## src/rtl/jamma_pkg.sv

```systemverilog
// Shared types and widths for the JAMMA control-panel front end.
package jamma_pkg;

    localparam int JAMMA_W     = 8;
    localparam int JAMMA_DIR_W = 6;
    localparam int COIN_W      = 2;

    localparam logic [JAMMA_W-1:0] JAMMA_IDLE = 8'hFF;

    typedef enum logic [1:0] {
        A_SETTLE = 2'd0,
        A_SAMPLE = 2'd1,
        B_SETTLE = 2'd2,
        B_SAMPLE = 2'd3
    } jamma_state_t;

endpackage

```

## src/rtl/jamma_debounce.sv

```systemverilog
// Single-bit debouncer: the output follows the sample only after
// DEBOUNCE_SAMPLES consecutive sample events that disagree with it.
module jamma_debounce #(
    parameter int DEBOUNCE_SAMPLES = 32'd16
) (
    input  logic clk,
    input  logic reset,
    input  logic sample_en,
    input  logic sample_in,
    output logic debounced
);

    localparam logic [7:0] CNT_LAST = 8'(DEBOUNCE_SAMPLES - 32'd1);

    logic [7:0] cnt_r;
    logic [7:0] cnt_s;
    logic       out_s;

    // Next counter/output; the counter clears at threshold so it can never wrap
    always_comb begin
        cnt_s = cnt_r;
        out_s = debounced;
        if (sample_en) begin
            if (sample_in == debounced) begin
                cnt_s = 8'd0;
            end else if (cnt_r == CNT_LAST) begin
                cnt_s = 8'd0;
                out_s = sample_in;
            end else begin
                cnt_s = cnt_r + 8'd1;
            end
        end else begin
            cnt_s = cnt_r;
            out_s = debounced;
        end
    end

    // Counter and debounced output registers, released level on reset
    always_ff @(posedge clk or posedge reset) begin
        if (reset) begin
            cnt_r     <= 8'd0;
            debounced <= 1'b1;
        end else begin
            cnt_r     <= cnt_s;
            debounced <= out_s;
        end
    end

endmodule

```

## src/rtl/jamma_joy_mux.sv

```systemverilog
// Time-multiplexed JAMMA panel scanner: alternates the player-select line,
// captures each bank on the last clock of its phase and debounces every bit.
module jamma_joy_mux
    import jamma_pkg::*;
#(
    parameter int SETTLE_CYCLES    = 32'd4,
    parameter int DEBOUNCE_SAMPLES = 32'd16
) (
    input  logic                   clk,
    input  logic                   reset,
    input  logic [JAMMA_W-1:0]     joy_in,
    input  logic [JAMMA_DIR_W-1:0] joy_mask_a,
    input  logic [COIN_W-1:0]      coin_in,
    output logic                   joy_select,
    output logic [JAMMA_W-1:0]     joy_a,
    output logic [JAMMA_W-1:0]     joy_b,
    output logic [COIN_W-1:0]      coin_out,
    output logic                   frame_strobe
);

    // Last phase-counter value that still belongs to the settle window
    localparam logic [7:0] PH_LAST_SETTLE = 8'(SETTLE_CYCLES - 32'd2);

    jamma_state_t       state_r;
    jamma_state_t       state_s;
    logic [7:0]         ph_cnt_r;
    logic [7:0]         ph_cnt_s;
    logic               select_s;
    logic               sample_a_s;
    logic               sample_b_s;
    logic [JAMMA_W-1:0] bank_a_s;

    // Scan sequencer: fixed A_SETTLE -> A_SAMPLE -> B_SETTLE -> B_SAMPLE loop
    always_comb begin
        state_s  = state_r;
        ph_cnt_s = ph_cnt_r + 8'd1;
        select_s = joy_select;
        case (state_r)
            A_SETTLE: begin
                if (ph_cnt_r >= PH_LAST_SETTLE) begin
                    state_s = A_SAMPLE;
                end else begin
                    state_s = A_SETTLE;
                end
            end
            A_SAMPLE: begin
                state_s  = B_SETTLE;
                ph_cnt_s = 8'd0;
                select_s = 1'b1;
            end
            B_SETTLE: begin
                if (ph_cnt_r >= PH_LAST_SETTLE) begin
                    state_s = B_SAMPLE;
                end else begin
                    state_s = B_SETTLE;
                end
            end
            B_SAMPLE: begin
                state_s  = A_SETTLE;
                ph_cnt_s = 8'd0;
                select_s = 1'b0;
            end
            default: begin
                state_s  = A_SETTLE;
                ph_cnt_s = 8'd0;
                select_s = 1'b0;
            end
        endcase
    end

    // Sequencer registers; select and strobe are registered straight from the FSM
    always_ff @(posedge clk or posedge reset) begin
        if (reset) begin
            state_r      <= A_SETTLE;
            ph_cnt_r     <= 8'd0;
            joy_select   <= 1'b0;
            frame_strobe <= 1'b0;
        end else begin
            state_r      <= state_s;
            ph_cnt_r     <= ph_cnt_s;
            joy_select   <= select_s;
            frame_strobe <= (state_r == B_SAMPLE);
        end
    end

    assign sample_a_s = (state_r == A_SAMPLE);
    assign sample_b_s = (state_r == B_SAMPLE);
    // The local DB9 stick pulls bank A directions low alongside the JAMMA bus
    assign bank_a_s   = {joy_in[JAMMA_W-1:JAMMA_DIR_W], joy_in[JAMMA_DIR_W-1:0] & joy_mask_a};

    for (genvar gi = 0; gi < JAMMA_W; gi++) begin : g_bank
        jamma_debounce #(.DEBOUNCE_SAMPLES(DEBOUNCE_SAMPLES)) u_deb_a (
            .clk       (clk),
            .reset     (reset),
            .sample_en (sample_a_s),
            .sample_in (bank_a_s[gi]),
            .debounced (joy_a[gi])
        );
        jamma_debounce #(.DEBOUNCE_SAMPLES(DEBOUNCE_SAMPLES)) u_deb_b (
            .clk       (clk),
            .reset     (reset),
            .sample_en (sample_b_s),
            .sample_in (joy_in[gi]),
            .debounced (joy_b[gi])
        );
    end

    for (genvar gc = 0; gc < COIN_W; gc++) begin : g_coin
        jamma_debounce #(.DEBOUNCE_SAMPLES(DEBOUNCE_SAMPLES)) u_deb_coin (
            .clk       (clk),
            .reset     (reset),
            .sample_en (sample_a_s),
            .sample_in (coin_in[gc]),
            .debounced (coin_out[gc])
        );
    end

endmodule

```

## config.mk

```make
export PLATFORM = sky130hd
export DESIGN_NAME = jamma_joy_mux
export DESIGN_NICKNAME = d
export VERILOG_FILES = /design/src/rtl/jamma_pkg.sv /design/src/rtl/jamma_debounce.sv /design/src/rtl/jamma_joy_mux.sv
export SDC_FILE = /design/constraint.sdc
export NUM_CORES = 1
export LEC_CHECK = 0
export BUFFER_PORTS_ARGS = -buffer_cell sky130_fd_sc_hd__buf_2
export CAP_MARGIN = 5
export CORE_AREA = 5 5 178 180
export CTS_BUF_LIST = sky130_fd_sc_hd__clkbuf_8
export CTS_CLUSTER_DIAMETER = 50
export DETAILED_ROUTE_END_ITERATION = 8
export DIE_AREA = 0 0 183 185
export GPL_ROUTABILITY_DRIVEN = 0
export PLACE_DENSITY = 0.55
export SLEW_MARGIN = 10
export SYNTH_ARGS = -nofsm -noshare
export SYNTH_HDL_FRONTEND = slang
export SYNTH_SLANG_ARGS = --single-unit
```

## constraint.sdc

```tcl
create_clock -name clk -period 6.65 [get_ports clk]
set_input_delay 1.33 -clock clk [delete_from_list [all_inputs] [get_ports clk]]
set_output_delay 1.33 -clock clk [all_outputs]
set_load 0.01 [all_outputs]
```

=== Word level (Yosys, flattened, before mapping) ===
Cells that the tools add are included.

* Equality and inequality tests: 39
* Add/subtract/negate cells: 19
* Bitwise operators: 19
* Multiplexer cells: 41
* $lt $le $gt $ge: 1
* Reductions and logical operators: 21

{| class="wikitable"
|+ Operators by type and width
! operator !! number
|-
| $mux W8 || 37
|-
| $add A8 B1 Y8 const B || 19
|-
| $eq A8 B4 Y1 const B || 18
|-
| $reduce_and A3 Y1 || 18
|-
| $eq A1 B1 Y1 || 18
|-
| $not A1 Y1 || 18
|-
| $ge A8 B2 Y1 const B || 1
|-
| $pmux W2 S4 || 1
|-
| $and A6 B6 Y6 || 1
|-
| $eq A2 B2 Y1 const B || 2
|-
| $eq A2 B1 Y1 const B || 1
|-
| $logic_not A2 Y1 || 1
|-
| $mux W1 || 2
|-
| $pmux W1 S2 || 1
|-
| $reduce_bool A2 Y1 || 1
|-
| $reduce_or A2 Y1 || 1
|}

* Flip-flop bits (word level): 174
* Output and inout port bits: 20
* Word-level logic and storage cells: 180

=== Depth between registers and ports, before layout ===
Gate-level depths: netlist of the first run.

* Word-level depth: 4
* Gate-level depth with buffers: 7
* Gate-level depth less buffers: 6

=== By module ===
Synthesis of the first run repeated with hierarchy kept, for this count alone.

* Cell total of the unflattened synthesis: 959
* Area, all modules: 9,985.8 µm²

{| class="wikitable"
|+ Modules (own cells, without submodules)
! module !! cells each !! area an instance (µm²) !! instances
|-
| jamma_debounce || 50 || 521.8 || 18
|-
| jamma_joy_mux || 59 || 594.3 || 1
|}

=== Worst setup path before layout of the first run ===
No wires, ideal clock.

* Path kind: input-to-reg
* From: in coin_in[0]
* To: reg g_coin[0].u_deb_coin.cnt_r[3]
* Data required time: 6.524 ns
* Stages: 4
* Path slack: 4.348 ns
* Arrival: 2.176 ns
* Cells stage by stage: xnor2_1 -> a211oi_4 -> and3_1 -> a221o_1

* Longest elaborated chain between the ends: 2

{| class="wikitable"
|+ RTL lines
! what !! line !! RTL
|-
| from (decl) || jamma_joy_mux.sv:13 || <nowiki>input logic [COIN_W-1:0] coin_in,</nowiki>
|-
| $eq A1 B1 Y1 || jamma_debounce.sv:24 || <nowiki>if (sample_in == debounced) begin</nowiki>
|-
| $mux W8 || jamma_debounce.sv:24 ||
|-
| to (signal assigned) || jamma_debounce.sv:44 || <nowiki>cnt_r <= cnt_s;</nowiki>
|-
| to (decl) || jamma_debounce.sv:15 || <nowiki>logic [7:0] cnt_r;</nowiki>
|}

No other way between the ends.
A chain may end at the register's enable or synchronous reset.

=== Final worst setup path of the first run ===
* From: reg g_bank[1].u_deb_a.debounced
* To: out joy_a[1]

{| class="wikitable"
|+ RTL lines
! what !! line !! RTL
|-
| from (decl) || jamma_debounce.sv:10 || <nowiki>output logic debounced</nowiki>
|-
| from (signal assigned) || jamma_debounce.sv:45 || <nowiki>debounced <= out_s;</nowiki>
|-
| to (decl) || jamma_joy_mux.sv:15 || <nowiki>output logic [JAMMA_W-1:0] joy_a,</nowiki>
|}

No word-level cell between the ends.

==> summary.txt, run 1 <==
Run status
  • Outcome: complete, no violations

Place
  • Pre-CTS setup slack: 3.504 ns
  • Placed cells: 1285
  • Placed Area: 9366 um2
  • Detailed Place HPWL: 10680 um
  • PortBufs: 37

STA
  • Final hold slack: 0.4900 ns
  • Final setup violating endpoints: 0
  • Fin crit period: 2.527 ns
  • Hold Vio Cnt, Final: 0
  • Worst-Margin Slew: 1.007 ns
  • Pins Over Slew Limit: 0
  • Clock skew: 0.02032 ns
  • Setup TNS: 0 ns
  • RSZ-0062 raised after global routing: no
  • Period utilization: 38.00%
  • FMAX: 0.3957 GHz
  • Final worst setup slack: 4.123 ns
  • Max transition margin: 32.85%

CTS
  • Worst-path clk slew: 0.10 ns
  • Num Clock Sinks: 174
  • H-tree levels: 4
  • Worst-Skew Late Latency: 0.47 ns
  • Cts hold-fix bufs: 0
  • Root Buffer: clkbuf_8
  • Post-CTS Setup Repair Bufs: 0
  • Max clock buf depth: 2
  • Resized Gates After CTS: 0
  • TritonCTS buffer count: 17
  • CTS tree: done

Logic synthesis
  • Synthesized flop and latch total: 174
  • Post-synth cell types: 47
  • Top_reg_cell synth: dfrtp_1
  • Post-synth top cells: dfrtp_1, nor2_1, nand2_1
  • Number of synthesis warnings: 0
  • Ranking of synthesized cells by area: dfrtp_1, xnor2_1, nor2_1, dfstp_2, nand2_1
  • Register area share after synthesis: 49.39%
  • Post-Syn Area: 8862 um2
  • Post-Syn Instances: 885
  • Synth area leader: dfrtp_1
  • Post-synth EDFFs: 0
  • Top-area cell type share of the netlist area: 44.05%
  • Post-synthesis async set-or-reset flop share: 100.0%
  • Synth Area per Inst: 10.01 um2
  • Net Count, Synth: 927
  • Most common cell in the synthesized netlist: dfrtp_1

Drt
  • DRT antenna net count: 0
  • DR WL/cell: 12.23 um
  • Met3 routed WL: 432 um
  • DR top layer: met4
  • Via density: 4.592
  • Starting DRC count in detailed routing: 370
  • DRC: 0
  • Metal-1 WL: 8379 um
  • Routed length on met2: 7197 um
  • 1st-pass router iterations: 4
  • DR vias: 6048
  • Total Wirelength: 16110 um

Floorplan
  • Row cnt: 64
  • Die ar.: 33860 um2
  • DIE WIDTH: 183 um
  • Initial Util: 29.51%
  • Core ar.: 30030 um2
  • I/O pin count: 38
  • Chip Height: 185 um

Critical path
  • WP data required: 5.32 ns
  • Reg2reg end: g_bank[1].u_deb_b.cnt_r[7]
  • CP startpoint kind: register
  • R2R cell count: 6
  • Crit path max-delay family: flip-flops
  • Largest stage delay on the critical path: 0.58 ns
  • Worst path depth: 1
  • Crit path from: g_bank[1].u_deb_a.debounced
  • Reg2Reg Launch Point: state_r[0]
  • Worst Setup Path Type: register to output pin
  • CP endpoint: joy_a[1]
  • Critical path capture point type: output pin
  • Critical path buffers and inverters: 1
  • Worst-path fanout max: 4
  • Arrival @ worst endpoint: 1.20 ns
  • Slowest stage cell, crit path: dfstp_2
  • Setup slack, reg-to-reg: 4.22 ns
  • Cell Chain, Critical Path: buf_2

Pwr
  • Leak: 4.267 nW
  • Cell Pwr Density: 212.4 nW/um2
  • VDD IR-drop max: 0.1116 mV

Final layout
  • Fin nets: 950
  • Synth-to-layout area growth: 9.925%
  • N_diodes: 0
  • Final Cell Area: 9742 um2
  • Non-Filler Instances: 1317
  • Layout cell share with drive strength beyond 1: 15.53%
  • Fill count: 3052

Global route
  • GRT Resource Usage Total: 9.893%
  • Via count of the first global-routing pass: 5952
  • Grt total ovfl: 0
  • First-pass GRT wire length: 28260 um
  • Largest net degree at the start of global routing: 115
  • Initial antenna violation count: 0

Hold path
  • HP Class: register to register

Run
  • Max Cap Violations: 0
-- cell families after synthesis --
family | synth area share, %
flops | 49.39
mux | 4.278
simple gates | 20.71
compound gates | 9.459
buf+inv | 2.993
fa+ha+maj | 3.388
xor+xnor | 9.784
-- report_power, final --
part	internal (mW)	leakage (nW)	switching [mW]	total (mW)
Sequential	1.12	2.28	0.0665	1.19
Clock	0.302	0.189	0.410	0.712
Combinational	0.0796	1.79	0.0864	0.166
-- sequential cells by signal, indices dropped and copies added (netlist names) --
signal	flops
g_bank.u_deb_b.cnt_r	64
joy_select	1
g_coin.u_deb_coin.debounced	2
g_bank.u_deb_b.debounced	8
g_coin.u_deb_coin.cnt_r	16
g_bank.u_deb_a.debounced	8
state_r	2
frame_strobe	1
g_bank.u_deb_a.cnt_r	64
ph_cnt_r	8
-- cells in the final DEF (no fill, tap or decap), types with 6 or more instances in the layout --
master and count:
dfrtp_1 156, nor2_1 148, nand2_1 109, xnor2_1 65, buf_2 37, xor2_1 34, o21ai_0 32, nand4_1 31
nand3_1 30, o2bb2ai_1 25, nor3_1 22, ha_1 22, dfstp_2 18, clkbuf_8 17, mux2_2 15, a21o_1 15
inv_1 13, o31ai_1 10, and3_1 9, mux2i_1 9, nor4_1 9, or4_4 8, o21bai_2 8, mux2_4 8
a31oi_1 7, and2_1 7, clkinv_4 6
-- through the flow --
stage,utilization (%),total power [mW]
2_1_floorplan,-,1.331
3_3_place_gp,31.19,1.377
3_5_place_dp,31.19,1.381
4_1_cts,32.44,2.108
5_1_grt,32.44,2.184
6_report,32.44,2.069
-- worst min path at each step --
| stage | start | to | depth (start not counted) |
|---|---|---|---|
| after floorplan | ph_cnt_r[0] | ph_cnt_r[0] | 1 |
| after global placement | ph_cnt_r[0] | ph_cnt_r[0] | 1 |
| after detailed placement | ph_cnt_r[0] | ph_cnt_r[0] | 1 |
| after global routing | state_r[0] | ph_cnt_r[0] | 1 |
| after CTS | ph_cnt_r[0] | ph_cnt_r[0] | 1 |
| final | ph_cnt_r[0] | ph_cnt_r[0] | 1 |
-- area by class of cell --
class / count / area [um2] / share of cell area, %
timing repair buffer: 41 / 215.2 / 2.209
inverter: 13 / 53.80 / 0.5523
tap: 396 / 495.5 / 5.086
clock inverter: 15 / 141.4 / 1.451
clock buffer: 17 / 234.0 / 2.402
multi-input combinational: 661 / 4225 / 43.37
sequential: 174 / 4377 / 44.93
-- metal layers --
metal / vias up / GRT usage, %
met5: - / 0
met4: 0 / 2.414
met3: 8 / 2.494
met2: 44 / 15.80
met1: 2905 / 13.57
li1: 3091 / -
No activity file was read; power rests on OpenSTA's default activity.
==> inputs of run 2 (changes only) <==
--- a/config.mk
+++ b/config.mk
@@ -13,7 +13,7 @@
 export DETAILED_ROUTE_END_ITERATION = 8
 export DIE_AREA = 0 0 183 185
 export GPL_ROUTABILITY_DRIVEN = 0
-export PLACE_DENSITY = 0.55
+export PLACE_DENSITY = 0.57
 export SLEW_MARGIN = 10
 export SYNTH_ARGS = -nofsm -noshare
 export SYNTH_HDL_FRONTEND = slang
==> constraint.sdc (replaced) <==
create_clock -name clk -period 2.3 [get_ports clk]
set_input_delay 0.46 -clock clk [delete_from_list [all_inputs] [get_ports clk]]
set_output_delay 0.46 -clock clk [all_outputs]
set_load 0.01 [all_outputs]
==> run 2 against run 1 <==
  * Largest power group unchanged
  * Sequential share of layout area decreased by 0.92 points
  * Non-clock buffer count increased by 10
  * Critical endpoint is now g_bank[2].u_deb_a.cnt_r[5]
  * Critical path type is now register to register
  * Sequential cell count unchanged
  * Setup slack got worse by 3.6 ns
  * Via count increased by 3.4%
  * Highest routed layer unchanged
==> summary.txt, run 2 (same netlist as run 1, synthesis figures left out) <==
Hold path
  • HP Class: input port to asynchronous set/reset pin

Floorplan
  • Initial Util: 29.51%
  • Chip Height: 185 um
  • DIE WIDTH: 183 um
  • Core ar.: 30030 um2
  • I/O pin count: 38
  • Die ar.: 33860 um2
  • Row cnt: 64

STA
  • FMAX: 0.5536 GHz
  • RSZ-0062 raised after global routing: no
  • Fin crit period: 1.806 ns
  • Final worst setup slack: 0.4935 ns
  • Hold Vio Cnt, Final: 0
  • Worst-Margin Slew: 0.5908 ns
  • Final hold slack: 0.06843 ns
  • Pins Over Slew Limit: 0
  • Period utilization: 78.54%
  • Final setup violating endpoints: 0
  • Clock skew: 0.01571 ns
  • Max transition margin: 60.57%

CTS
  • Post-CTS Setup Repair Bufs: 0
  • Worst-Skew Late Latency: 0.46 ns
  • Resized Gates After CTS: 0
  • CTS tree: done
  • Cts hold-fix bufs: 0
  • Num Clock Sinks: 174
  • H-tree levels: 4
  • Max clock buf depth: 2
  • Worst-path clk slew: 0.10 ns
  • TritonCTS buffer count: 17
  • Root Buffer: clkbuf_8

Drt
  • DR WL/cell: 12.52 um
  • Total Wirelength: 16610 um
  • Via density: 4.711
  • DRC: 0
  • DRT antenna net count: 0
  • Starting DRC count in detailed routing: 365
  • DR vias: 6251
  • 1st-pass router iterations: 4

Final layout
  • Fin util: 33.12%
  • Layout cell share with drive strength beyond 1: 16.43%
  • Fin nets: 960
  • Commonest cells after routing, fill and taps aside: dfrtp_1, nor2_1, nand2_1
  • Synth-to-layout area growth: 12.23%
  • Non-Filler Instances: 1327
  • Final Cell Area: 9946 um2
  • Top Registers: g_bank.u_deb_a.cnt_r (64), g_bank.u_deb_b.cnt_r (64), g_coin.u_deb_coin.cnt_r (16)
  • N_diodes: 0
  • Commonest non-fill, non-tap cell in the layout: dfrtp_1

Critical path
  • Crit path max-delay family: simple AND/OR/NAND/NOR gates
  • Slowest stage cell, crit path: dfrtp_1
  • Worst Setup Path Type: register to register
  • Worst-path fanout max: 25
  • Critical path capture point type: register
  • CP startpoint kind: register
  • Arrival @ worst endpoint: 2.16 ns
  • WP data required: 2.65 ns
  • Cell Chain, Critical Path: inv_1 -> ha_2 -> buf_12 -> nand4_1 -> nor2_1 -> a21o_1 -> nor2_1
  • Top cell by count, worst path: nor2_1
  • Critical path buffers and inverters: 2
  • Largest stage delay on the critical path: 0.41 ns

Global route
  • Via count of the first global-routing pass: 6224
  • Initial antenna violation count: 0
  • First-pass GRT wire length: 29590 um
  • GRT Resource Usage Total: 10.36%
  • Largest net degree at the start of global routing: 58
  • Grt total ovfl: 0

Pwr
  • Cell Pwr Density: 630.1 nW/um2
  • Leak: 4.361 nW
  • VDD IR-drop max: 0.3693 mV

Run
  • Max Cap Violations: 0

Place
  • Placed cells: 1295
  • PortBufs: 37
  • Pre-CTS setup slack: 0.4662 ns
  • Detailed Place HPWL: 11600 um
  • Placed Area: 9515 um2

Run status
  • Outcome: complete, no violations
[run 2: cell types whose count changed in the layout (fill, tap and decap cells not counted), moves of 2 or more]
cell       previous run  this run
bufinv_16             1         3
buf_12                0         6
inv_6                 5         3
buf_4                 4         8
[run 2: cell type report]
cell class | instances | area (um2)
well taps | 396 | 495.5
multi-input cells | 661 | 4225
fillers | 3077 | 20080
inverters | 13 | 52.55
clock buffers | 18 | 247.7
clock inverters | 14 | 182.7
repair buffers | 51 | 365.4
flip-flops and latches | 174 | 4377
[run 2: power breakdown]
| group | internal (mW) | switching (mW) |
|---|---|---|
| Sequential | 3.25 | 0.195 |
| Combinational | 0.246 | 0.256 |
| Clock | 1.13 | 1.19 |
| Total | 4.62 | 1.64 |
[run 2: final timing paths]
kind                            slack (ns)   startpoint                        endpoint  cells past startpoint
worst min register to register        0.50  ph_cnt_r[0]                     ph_cnt_r[0]                      1
worst max register to register        0.49   state_r[1]      g_bank[2].u_deb_a.cnt_r[5]                      7
max in group asynchronous             1.50        reset     g_bank[3].u_deb_b.debounced                      3
min in group clk                      0.26   coin_in[0]  g_coin[0].u_deb_coin.debounced                      2
worst min-delay path                  0.07        reset      g_bank[7].u_deb_a.cnt_r[2]                      2
worst max-delay path                  0.49   state_r[1]      g_bank[2].u_deb_a.cnt_r[5]                      7
[run 2: metal layers]
| layer | vias to the layer above | global-route usage (%) | wire length [um] |
|---|---|---|---|
| met2 | 60 | 16.90 | 7726 |
| met4 | 0 | 3.099 | 197 |
| met3 | 14 | 2.317 | 448 |
| li1 | 3111 | - | - |
| met5 | - | 0 | 0 |
| met1 | 3066 | 13.86 | 8240 |
[run 2: through the flow]
step                      TNS [ns]  power (mW)
after global placement           0       4.008
after CTS                        0       6.371
after floorplan             -57.72       3.849
after global routing             0       6.600
after detailed placement         0       4.018
final                            0       6.267
==> inputs of run 3 (changes only) <==
--- a/config.mk
+++ b/config.mk
@@ -5,15 +5,16 @@
 export SDC_FILE = /design/constraint.sdc
 export NUM_CORES = 1
 export LEC_CHECK = 0
+export ABC_AREA = 1
 export BUFFER_PORTS_ARGS = -buffer_cell sky130_fd_sc_hd__buf_2
 export CAP_MARGIN = 5
-export CORE_AREA = 5 5 178 180
+export CORE_AREA = 5 5 187 189
 export CTS_BUF_LIST = sky130_fd_sc_hd__clkbuf_8
 export CTS_CLUSTER_DIAMETER = 50
 export DETAILED_ROUTE_END_ITERATION = 8
-export DIE_AREA = 0 0 183 185
+export DIE_AREA = 0 0 192 194
 export GPL_ROUTABILITY_DRIVEN = 0
-export PLACE_DENSITY = 0.57
+export PLACE_DENSITY = 0.55
 export SLEW_MARGIN = 10
 export SYNTH_ARGS = -nofsm -noshare
 export SYNTH_HDL_FRONTEND = slang
==> constraint.sdc (replaced) <==
create_clock -name clk -period 1.8 [get_ports clk]
set_input_delay 0.36 -clock clk [delete_from_list [all_inputs] [get_ports clk]]
set_output_delay 0.36 -clock clk [all_outputs]
set_load 0.01 [all_outputs]
==> run 3 against run 2 <==
  * Sequential power grew 21%
  * Worst hold slack gained 0.068 ns
  * Design area grew 10%
  * Wire length grew 20%
  * Non-clock buffer count grew 10
  * Total power grew 23%
  * Sequential cell count is the same
  * Maximum frequency grew 10%
  * Critical endpoint is now ph_cnt_r[2]
  * Critical path depth shrank 2
  * Utilization is essentially flat
==> summary.txt, run 3 <==
Place
  • PortBufs: 37
  • Placed cells: 1759
  • Placed Area: 10490 um2
  • Detailed Place HPWL: 14600 um

Logic synthesis
  • Synth Area per Inst: 7.511 um2
  • Number of synthesis warnings: 0
  • Post-Syn Instances: 1295
  • Post-synth EDFFs: 0
  • Net Count, Synth: 1337
  • Top_reg_cell synth: dfrtp_1
  • Synth area leader: dfrtp_1
  • Register area share after synthesis: 45.00%
  • Post-Syn Area: 9727 um2
  • Top-area cell type share of the netlist area: 40.13%
  • Post-synth cell types: 34
  • Post-synthesis async set-or-reset flop share: 100.0%
  • Post-synth top cells: nand2_1, nor2_1, dfrtp_1
  • Synthesized flop and latch total: 174
  • Most common cell in the synthesized netlist: nand2_1
  • Ranking of synthesized cells by area: dfrtp_1, nand2_1, nand3_1, nor2_1, inv_1

CTS
  • Root Buffer: clkbuf_8
  • Post-CTS Setup Repair Bufs: 0
  • Max clock buf depth: 2
  • Worst-path clk slew: 0.09 ns
  • TritonCTS buffer count: 17
  • CTS tree: done
  • Num Clock Sinks: 174
  • Worst-Skew Late Latency: 0.45 ns
  • H-tree levels: 4

Hold path
  • HP Class: input port to register

STA
  • Pins Over Slew Limit: 0
  • Setup TNS: 0 ns
  • Max transition margin: 68.04%
  • Final hold slack: 0.1364 ns
  • RSZ-0062 raised after global routing: yes
  • Worst-Margin Slew: 0.4784 ns
  • FMAX: 0.6102 GHz
  • Period utilization: 91.05%
  • Clock skew: 0.01450 ns
  • Hold Vio Cnt, Final: 0
  • Final setup violating endpoints: 0
  • Fin crit period: 1.639 ns

Critical path
  • Worst Setup Path Type: register to register
  • Crit path max-delay family: flip-flops
  • Cell Chain, Critical Path: ha_2 -> buf_4 -> nor2_1 -> o21ai_0 -> a21oi_1
  • Largest stage delay on the critical path: 0.44 ns
  • Critical path buffers and inverters: 1
  • Arrival @ worst endpoint: 2.02 ns
  • Worst-path fanout max: 12
  • Critical path capture point type: register
  • WP data required: 2.18 ns
  • Slowest stage cell, crit path: dfrtp_1
  • CP startpoint kind: register

Final layout
  • Commonest cells after routing, fill and taps aside: nand2_1, nor2_1, dfrtp_1
  • Area of the multi-input gates: 4551 um2
  • Synth-to-layout area growth: 12.77%
  • Top Registers: g_bank.u_deb_a.cnt_r (64), g_bank.u_deb_b.cnt_r (64), g_coin.u_deb_coin.cnt_r (16)
  • Final Cell Area: 10970 um2
  • Fin nets: 1373
  • Sequential cell area: 4377 um2
  • N_diodes: 0
  • Non-Filler Instances: 1791
  • Commonest non-fill, non-tap cell in the layout: nand2_1
  • Layout cell share with drive strength beyond 1: 10.95%
  • Fill count: 3475

Floorplan
  • Row cnt: 67
  • Core ar.: 33110 um2
  • DIE WIDTH: 192 um
  • Chip Height: 194 um
  • Initial Util: 29.37%
  • I/O pin count: 38
  • Die ar.: 37250 um2

Drt
  • Via density: 4.387
  • Starting DRC count in detailed routing: 425
  • Total Wirelength: 19920 um
  • 1st-pass router iterations: 7
  • DR vias: 7857
  • DRC: 0
  • DR WL/cell: 11.12 um
  • DRT antenna net count: 0

Run status
  • Outcome: complete, no violations

Pwr
  • Leak: 5.470 nW
  • Cell Pwr Density: 702.2 nW/um2
  • Final Power: 7.702 mW
  • VDD IR-drop max: 0.3644 mV

Global route
  • GRT Resource Usage Total: 11.16%
  • Grt total ovfl: 0
  • Via count of the first global-routing pass: 7758
  • Largest net degree at the start of global routing: 37
  • Initial antenna violation count: 0
  • First-pass GRT wire length: 35490 um

Run
  • Max Cap Violations: 0
[run 3: final cells by class]
| class | count | share of cell area (%) |
|---|---|---|
| Tap cell | 448 | 5.110 |
| Clock inverter | 10 | 1.460 |
| Multi-Input combinational cell | 935 | 41.48 |
| Timing Repair Buffer | 61 | 4.494 |
| Inverter | 142 | 4.916 |
| Clock buffer | 21 | 2.635 |
| Sequential cell | 174 | 39.90 |
[run 3: cell families after synthesis]
kind of cell / after synthesis / synth area share [%]
AOI/OAI and AO/OA: 77 / 4.309
xor gates and xnor gates: 56 / 5.042
adders and majority gates: 24 / 3.087
buffers and inverters: 186 / 8.528
DFF: 174 / 45.00
and+or+nand+nor: 778 / 34.04
[run 3: timing repair]
action,CTS,global route
endpoints found under the hold margin,3,0
hold buffers,1,0
setup endpoints to repair,0,28
gates resized for setup,0,6
[run 3: final timing paths]
kind                                             start                        endpoint  slack [ns]  cells after the start
max                                         state_r[0]                     ph_cnt_r[2]        0.16                      5
min                                         coin_in[0]  g_coin[0].u_deb_coin.debounced        0.14                      3
max reg2reg                                 state_r[0]                     ph_cnt_r[2]        0.16                      5
min reg2reg                g_bank[4].u_deb_b.debounced     g_bank[4].u_deb_b.debounced        0.48                      2
max in group asynchronous                        reset     g_bank[2].u_deb_a.debounced        0.71                      4
min in group asynchronous                        reset                    frame_strobe        0.47                      3
[run 3: through the flow]
| stage | utilization (%) | setup WS, ns |
|---|---|---|
| final | 33.13 | 0.1612 |
| after global routing | 33.13 | -0.002141 |
| after CTS | 33.05 | 0.06953 |
| after detailed placement | 31.66 | 0.1050 |
| after global placement | 31.66 | 0.1541 |
| after floorplan | - | -0.7700 |
[run 3: tightest hold or removal path, cell delays in order]
cell	delay (ns)
buf_2	0.11
nand3_1	0.07
nand2_1	0.05
[run 3: where the power goes]
group | switching (mW) | leakage [nW] | internal [mW] | total [mW]
clock | 1.42 | 0.228 | 1.65 | 3.07
sequential | 0.138 | 2.30 | 4.04 | 4.18
combinational | 0.272 | 2.94 | 0.181 | 0.454
[run 3: metal layers]
| layer | part of all wire, % | track usage, % | vias up |
|---|---|---|---|
| met5 | 0 | 0 | - |
| met4 | 1.4 | 3.038 | 0 |
| met3 | 2.1 | 2.035 | 21 |
| met2 | 47 | 18.49 | 64 |
| met1 | 50 | 15.00 | 3638 |
| li1 | - | - | 4134 |
